==> src/rtl/alu_pkg.sv <==
// rtl/alu_pkg.sv - opcode encodings shared by the ALU bit slice
package alu_pkg;

    localparam int ALUOP_W = 3;

    localparam logic [ALUOP_W-1:0] OP_MOV = 3'b000;
    localparam logic [ALUOP_W-1:0] OP_NOT = 3'b001;
    localparam logic [ALUOP_W-1:0] OP_ADD = 3'b010;
    localparam logic [ALUOP_W-1:0] OP_SUB = 3'b011;
    localparam logic [ALUOP_W-1:0] OP_OR  = 3'b100;
    localparam logic [ALUOP_W-1:0] OP_AND = 3'b101;

endpackage

==> src/rtl/alu_bit_addsub.sv <==
// rtl/alu_bit_addsub.sv - combinational one-bit full adder / full subtractor
module alu_bit_addsub (
    input  logic a,
    input  logic b,
    input  logic c_in,
    input  logic sub,
    output logic s,
    output logic co
);

    // Sum bit is identical for both; only the carry term differs.
    // Borrow-out uses the inverted minuend.
    logic a_eff;

    assign a_eff = sub ? ~a : a;
    assign s     = a ^ b ^ c_in;
    assign co    = (a_eff & b) | (a_eff & c_in) | (b & c_in);

endmodule

==> src/rtl/alu_bit_slice.sv <==
// rtl/alu_bit_slice.sv - single-bit ALU slice with optional output register
module alu_bit_slice
    import alu_pkg::*;
#(
    parameter int OUT_REG = 1
) (
    input  logic               clk,
    input  logic               rst,
    input  logic               in_valid,
    input  logic               a,
    input  logic               b,
    input  logic               c_in,
    input  logic [ALUOP_W-1:0] ALUOp,
    output logic               r,
    output logic               c_out,
    output logic               out_valid
);

    logic as_s;
    logic as_co;
    logic r_nxt;
    logic c_nxt;

    alu_bit_addsub u_addsub (
        .a    (a),
        .b    (b),
        .c_in (c_in),
        .sub  (ALUOp == OP_SUB),
        .s    (as_s),
        .co   (as_co)
    );

    // Reserved encodings fall through to zero.
    always_comb begin
        r_nxt = 1'b0;
        c_nxt = 1'b0;
        case (ALUOp)
            OP_MOV: r_nxt = a;
            OP_NOT: r_nxt = ~a;
            OP_ADD, OP_SUB: begin
                r_nxt = as_s;
                c_nxt = as_co;
            end
            OP_OR:  r_nxt = a | b;
            OP_AND: r_nxt = a & b;
            default: begin
                r_nxt = 1'b0;
                c_nxt = 1'b0;
            end
        endcase
    end

    generate
        if (OUT_REG != 0) begin : g_reg
            logic r_q;
            logic c_q;
            logic v_q;

            // Unqualified cycles keep the last result but drop valid.
            always_ff @(posedge clk or posedge rst) begin
                if (rst) begin
                    r_q <= 1'b0;
                    c_q <= 1'b0;
                    v_q <= 1'b0;
                end else begin
                    v_q <= in_valid;
                    if (in_valid) begin
                        r_q <= r_nxt;
                        c_q <= c_nxt;
                    end
                end
            end

            assign r         = r_q;
            assign c_out     = c_q;
            assign out_valid = v_q;
        end else begin : g_comb
            logic unused_clk_rst;

            assign unused_clk_rst = clk ^ rst;
            assign r              = r_nxt;
            assign c_out          = c_nxt;
            assign out_valid      = in_valid;
        end
    endgenerate

endmodule

==> config.mk <==
export PLATFORM = sky130hd
export DESIGN_NAME = alu_bit_slice
export DESIGN_NICKNAME = d
export VERILOG_FILES = /design/src/rtl/alu_pkg.sv /design/src/rtl/alu_bit_addsub.sv /design/src/rtl/alu_bit_slice.sv
export SDC_FILE = /design/constraint.sdc
export NUM_CORES = 1
export LEC_CHECK = 0
export ABC_AREA = 1
export CORE_AREA = 2 2 39 41
export CTS_BUF_LIST = sky130_fd_sc_hd__clkbuf_8
export CTS_CLUSTER_DIAMETER = 150
export DETAILED_ROUTE_END_ITERATION = 7
export DIE_AREA = 0 0 41 43
export GPL_TIMING_DRIVEN = 0
export PLACE_DENSITY_LB_ADDON = 0.25
export SLEW_MARGIN = 30
export SYNTH_ARGS = -nofsm -noshare
export SYNTH_HDL_FRONTEND = slang
export SYNTH_HIERARCHICAL = 1
export SYNTH_SLANG_ARGS = --single-unit
==> constraint.sdc <==
create_clock -name clk -period 0.8 [get_ports clk]
set_input_delay 0.2 -clock clk [delete_from_list [all_inputs] [get_ports clk]]
set_output_delay 0.2 -clock clk [all_outputs]
set_load 0.03 [all_outputs]
# ---- Yosys cells after proc, flatten, opt, wreduce, memory -nomap -nowiden
# Cells that the tools add are included.
dict set report totals {
  regBits 3
}
dict set report classes {
  eq_ne 5
  mux 3
  bitwise 10
  n_reduce_logical 2
}
# cell count
set ops {}
lappend ops {{3-bit by 2-bit equality test with 1-bit output, second input constant} 2}
lappend ops {{3-bit equality test, second input constant} 2}
lappend ops {{1-bit case mux with 5 select lines} 1}
lappend ops {{1-bit AND} 4}
lappend ops {{3-bit by 1-bit equality test with 1-bit output, second input constant} 1}
lappend ops {{3-bit zero test} 1}
lappend ops {{1-bit bitwise OR} 3}
lappend ops {{1-bit two-way mux} 2}
lappend ops {{2-bit OR reduction} 1}
lappend ops {{1-bit bitwise XOR} 2}
lappend ops {{1-bit inverter} 1}

# ---- Depth between registers and ports, before layout
dict set report logic_depth {
  ltp_word 6
  mapped_depth 9
  ltp_nobuf 9
}

# ---- Cells and area by module
# Netlist, hierarchy kept.
# module instances cells_each area_per_inst_um2 seq_area_each_um2
set by_module_without_submodules {}
lappend by_module_without_submodules {alu_bit_slice 1 26 166.4 75.1}
lappend by_module_without_submodules {alu_bit_addsub 1 13 53.8 0.0}

# ---- Least setup slack after synthesis
# OpenSTA, ideal clock, no wires.
dict set report synth_path {
  path_kind {input-to-reg}
  start {in ALUOp[1]}
  end {reg g_reg.c_q, in the netlist c_out}
  setup_ps 65
  t_arrival_ps 824
  required_time_ps 735
  slack_ps -89
  path_stages 8
  path_buffers 0
  path_cell_list {inv_1 nor3_1 inv_1 nand2_1 nand2_1 a21oi_1 nand3_1 nand2_1}
}
dict set report synth_via {
  elab_chain_len 6
}
# element line
set synth_lines {}
lappend synth_lines {{start, declared} alu_bit_slice.sv:13} ;# input logic [ALUOP_W-1:0] ALUOp,
lappend synth_lines {{3-bit by 2-bit equality test with 1-bit output *} alu_bit_slice.sv:28} ;# .sub (ALUOp == OP_SUB),
lappend synth_lines {{1-bit two-way mux *} alu_bit_addsub.sv:15} ;# assign a_eff = sub ? ~a : a;
lappend synth_lines {{1-bit AND} alu_bit_addsub.sv:17} ;# assign co = (a_eff & b) | (a_eff & c_in) | (b & c_in);
lappend synth_lines {{1-bit bitwise OR * (2 in series)} alu_bit_addsub.sv:17}
lappend synth_lines {{via as_co} alu_bit_slice.sv:20} ;# logic as_co;
lappend synth_lines {{1-bit two-way mux *} alu_bit_slice.sv:37} ;# case (ALUOp)
lappend synth_lines {{end signal, assigned} alu_bit_slice.sv:69} ;# c_q <= c_nxt;
lappend synth_lines {{end, declared} alu_bit_slice.sv:56} ;# logic c_q;
# Mark *: on every way through the listed nets, which the timed path passes. The rest lies on a longest branch.
# A chain may end at the register's enable or synchronous reset.

# ---- Worst setup path in the final report
dict set report layout_path {
  start {reg g_reg.c_q, in the netlist c_out}
  end {out c_out}
}
# element line
set layout_lines {}
lappend layout_lines {{end, declared} alu_bit_slice.sv:15} ;# output logic c_out,
# No word-level cell between the ends.

==> metrics.md <==
| Metric | Value |
|---|---|
| Leakage | `0.2552 nW` |
| Top cells by area, synth | `dfrtp_1 34%, nand2_1 32%, inv_1 15%` |
| Slew HR | `91.18%` |
| Fin. Hold Viols | `0` |
| GP Congestion | `0.6953` |
| Yosys synthesis warning count | `6` |
| Worst reg2reg endpoint | `r$_DFFE_PP0P_` |
| Asr flop ratio synth | `100.0%` |
| Outcome | `complete, but fails checks` |
| Unrepaired setup endpoints after global routing | `true` |
| Vias in the first global route | `244` |
| DR vias/cell | `3.836` |
| Min Tclk post-route | `933.5 ps` |
| Final setup violation count | `3` |
| Worst Reg-to-Reg Cells | `3` |
| TNS Setup | `-370.1 ps` |
| Drc violations | `0` |
| Area growth syn-to-layout | `102.3%` |
| # IOs | `12` |
| Die Height | `43 um` |
| Pre-CTS setup slack | `-757.4 ps` |
| Placed Area | `374.1 um2` |
| # clock sinks | `3` |
| Quantity of I/O buffers inserted on ports | `11` |
| PnR Total Power | `0.7889 mW` |
| Required time worst endpoint | `600 ps` |
| Core Region | `0.001384 mm2` |
| WL/cell | `7.315 um` |
| Clk slew on worst S/H paths | `30 ps` |
| Fillers | `152` |
| Seq/Total Area, Yosys | `34.09%` |
| Worst EP arrival | `730 ps` |
| Violated checks | `negative setup slack` |
| Setup slack, reg-to-reg | `90 ps` |
| Worst hold-check path type | `in -> async` |
| VDD IR max | `0.3753 mV` |
| Period utilization | `116.7%` |
| Vias after detailed routing | `280` |
| Layout Nets | `67` |
| Chip Width | `41 um` |
| DRT iter0 DRCs | `6` |
| EDFF count, synth | `0` |
| Synth Area per Inst | `5.646 um2` |
| HPWL Detailed | `389.3 um` |
| Root Buffer | `clkbuf_8` |
| Buf+Inv Stages, Crit Path | `1` |
| Synthesized cell area | `220.2 um2` |
| Syn_nets | `48` |
| Fmax | `1071 MHz` |
| Max-Cap Viols | `0` |
| Cell accounting for the most synthesized area | `dfrtp_1` |
| Critical path launch point type | `register` |
| Initial antenna violation count | `0` |
| Antenna-violating nets left | `0` |
| Pwr/cell area | `1771 mW/mm2` |
| Starting Density | `15.91%` |
| Final instance area | `445.4 um2` |
| Total CTS buffers | `3` |
| Count leader, synth | `nand2_1` |
| Post-synthesis cell count | `39` |
| Flops & latches, synth | `3` |
| GRT Total Usage | `7.823%` |
| Critical path fanouts, max | `2` |
| Slowest-stage cell, CP | `dfrtp_1` |
| Final worst slack | `-133.5 ps` |
| DR pass1 iterations | `3` |
| Worst-margin pin slew | `131.8 ps` |
| Global-route wire length before repair | `848 um` |
| CP Capture Type | `output port` |
| Pin count of the biggest net entering global routing | `6` |
| Routed wire length | `534 um` |
| Clk_lat worst skew | `220 ps` |
| Clk buf depth | `2` |
| CP delay by family, top | `flip-flops` |
| Final antenna diode count | `0` |
| Die ar. | `0.001763 mm2` |
| Slowest stage delay, CP | `380 ps` |
| CTS Hold Bufs | `0` |
| Ys flop type | `dfrtp_1` |
| Critical-path cell list | `buf_6` |
| Synth top area share | `34.09%` |
| Commonest cells in the synthesized netlist | `19 x nand2_1, 9 x inv_1, 4 x nand3_1` |
| Inst Count DP | `66` |
| R2r startpoint | `r$_DFFE_PP0P_` |
| H-tree depth | `1` |
| GRT overflow | `0` |
| CTS tree | `yes` |
| Share of layout cells above drive strength 1 | `38.60%` |
| Synth cell types | `8` |
| Crit Path Class | `reg -> out` |
| Final std cells w/o fill | `73` |
| FP Rows | `14` |
| Max Slew Vio Count | `0` |
| Skew final | `0 ps` |
-- through the flow --
stage | hold slack, ps | util [%]
final | 152.7 | 32.19
after global routing | 158.6 | 32.19
after CTS | 154.9 | 31.46
after detailed placement | 377.1 | 27.03
after global placement | 381.2 | 27.03
after floorplan | -46.36 | -
-- per-layer routing --
layer	wire [um]	track usage [%]
met4	0	10.00
met3	47	3.141
met2	261	10.31
met5	0	0
met1	225	7.692
-- cell usage in the layout (no fill, tap or decap), drive strengths merged --
cell	n
buf	10
a21oi	1
inv	10
dlygate4sd2	1
dfrtp	3
nand2	19
clkdlybuf4s50	1
nor3	1
nor2	2
nand3	4
clkbuf	5
-- cells by family after synthesis --
kind of cell	after synthesis	synth area share, %
flops	3	34.09
buf+inv	9	15.34
compound gates	1	2.271
simple gates	26	48.29
-- state kept, by name, summed over array words and instances, names as in the netlist --
register and count:
out_valid 1, c_out 1, r 1
-- how the worst max path moves through the flow --
stage               cells after the start  slack, ps                 to         startpoint
floorplan                               8        -40  c_out$_DFFE_PP0P_           ALUOp[1]
global placement                        9       -770  c_out$_DFFE_PP0P_           ALUOp[1]
detailed placement                      9       -760  c_out$_DFFE_PP0P_           ALUOp[1]
CTS                                     1       -140              c_out  c_out$_DFFE_PP0P_
global route                            1       -150              c_out  c_out$_DFFE_PP0P_
finish                                  1       -130              c_out  c_out$_DFFE_PP0P_
-- power by group --
| part | internal [mW] | switching [mW] |
|---|---|---|
| Sequential | 0.165 | 0.00684 |
| Combinational | 0.0940 | 0.0956 |
| Clock | 0.327 | 0.101 |
| Total | 0.585 | 0.203 |
-- what timing repair did --
action,in CTS,in global routing
endpoints found under the hold margin,0,0
endpoints found under the setup margin,5,5
buffers inserted,3,1
resized for setup,43,13
pin swaps,2,6
-- final cells by class --
| type | instances | area, um2 | share of cell area (%) |
|---|---|---|---|
| clock buffer | 3 | 41.29 | 9.270 |
| multi-input combinational | 27 | 128.9 | 28.93 |
| timing repair buffer | 14 | 127.6 | 28.65 |
| sequential | 3 | 75.07 | 16.85 |
| tap | 16 | 20.02 | 4.494 |
| clock inverter | 1 | 3.754 | 0.8427 |
| inverter | 9 | 48.80 | 10.96 |
Note: power is estimated with default switching activity, not from simulation.
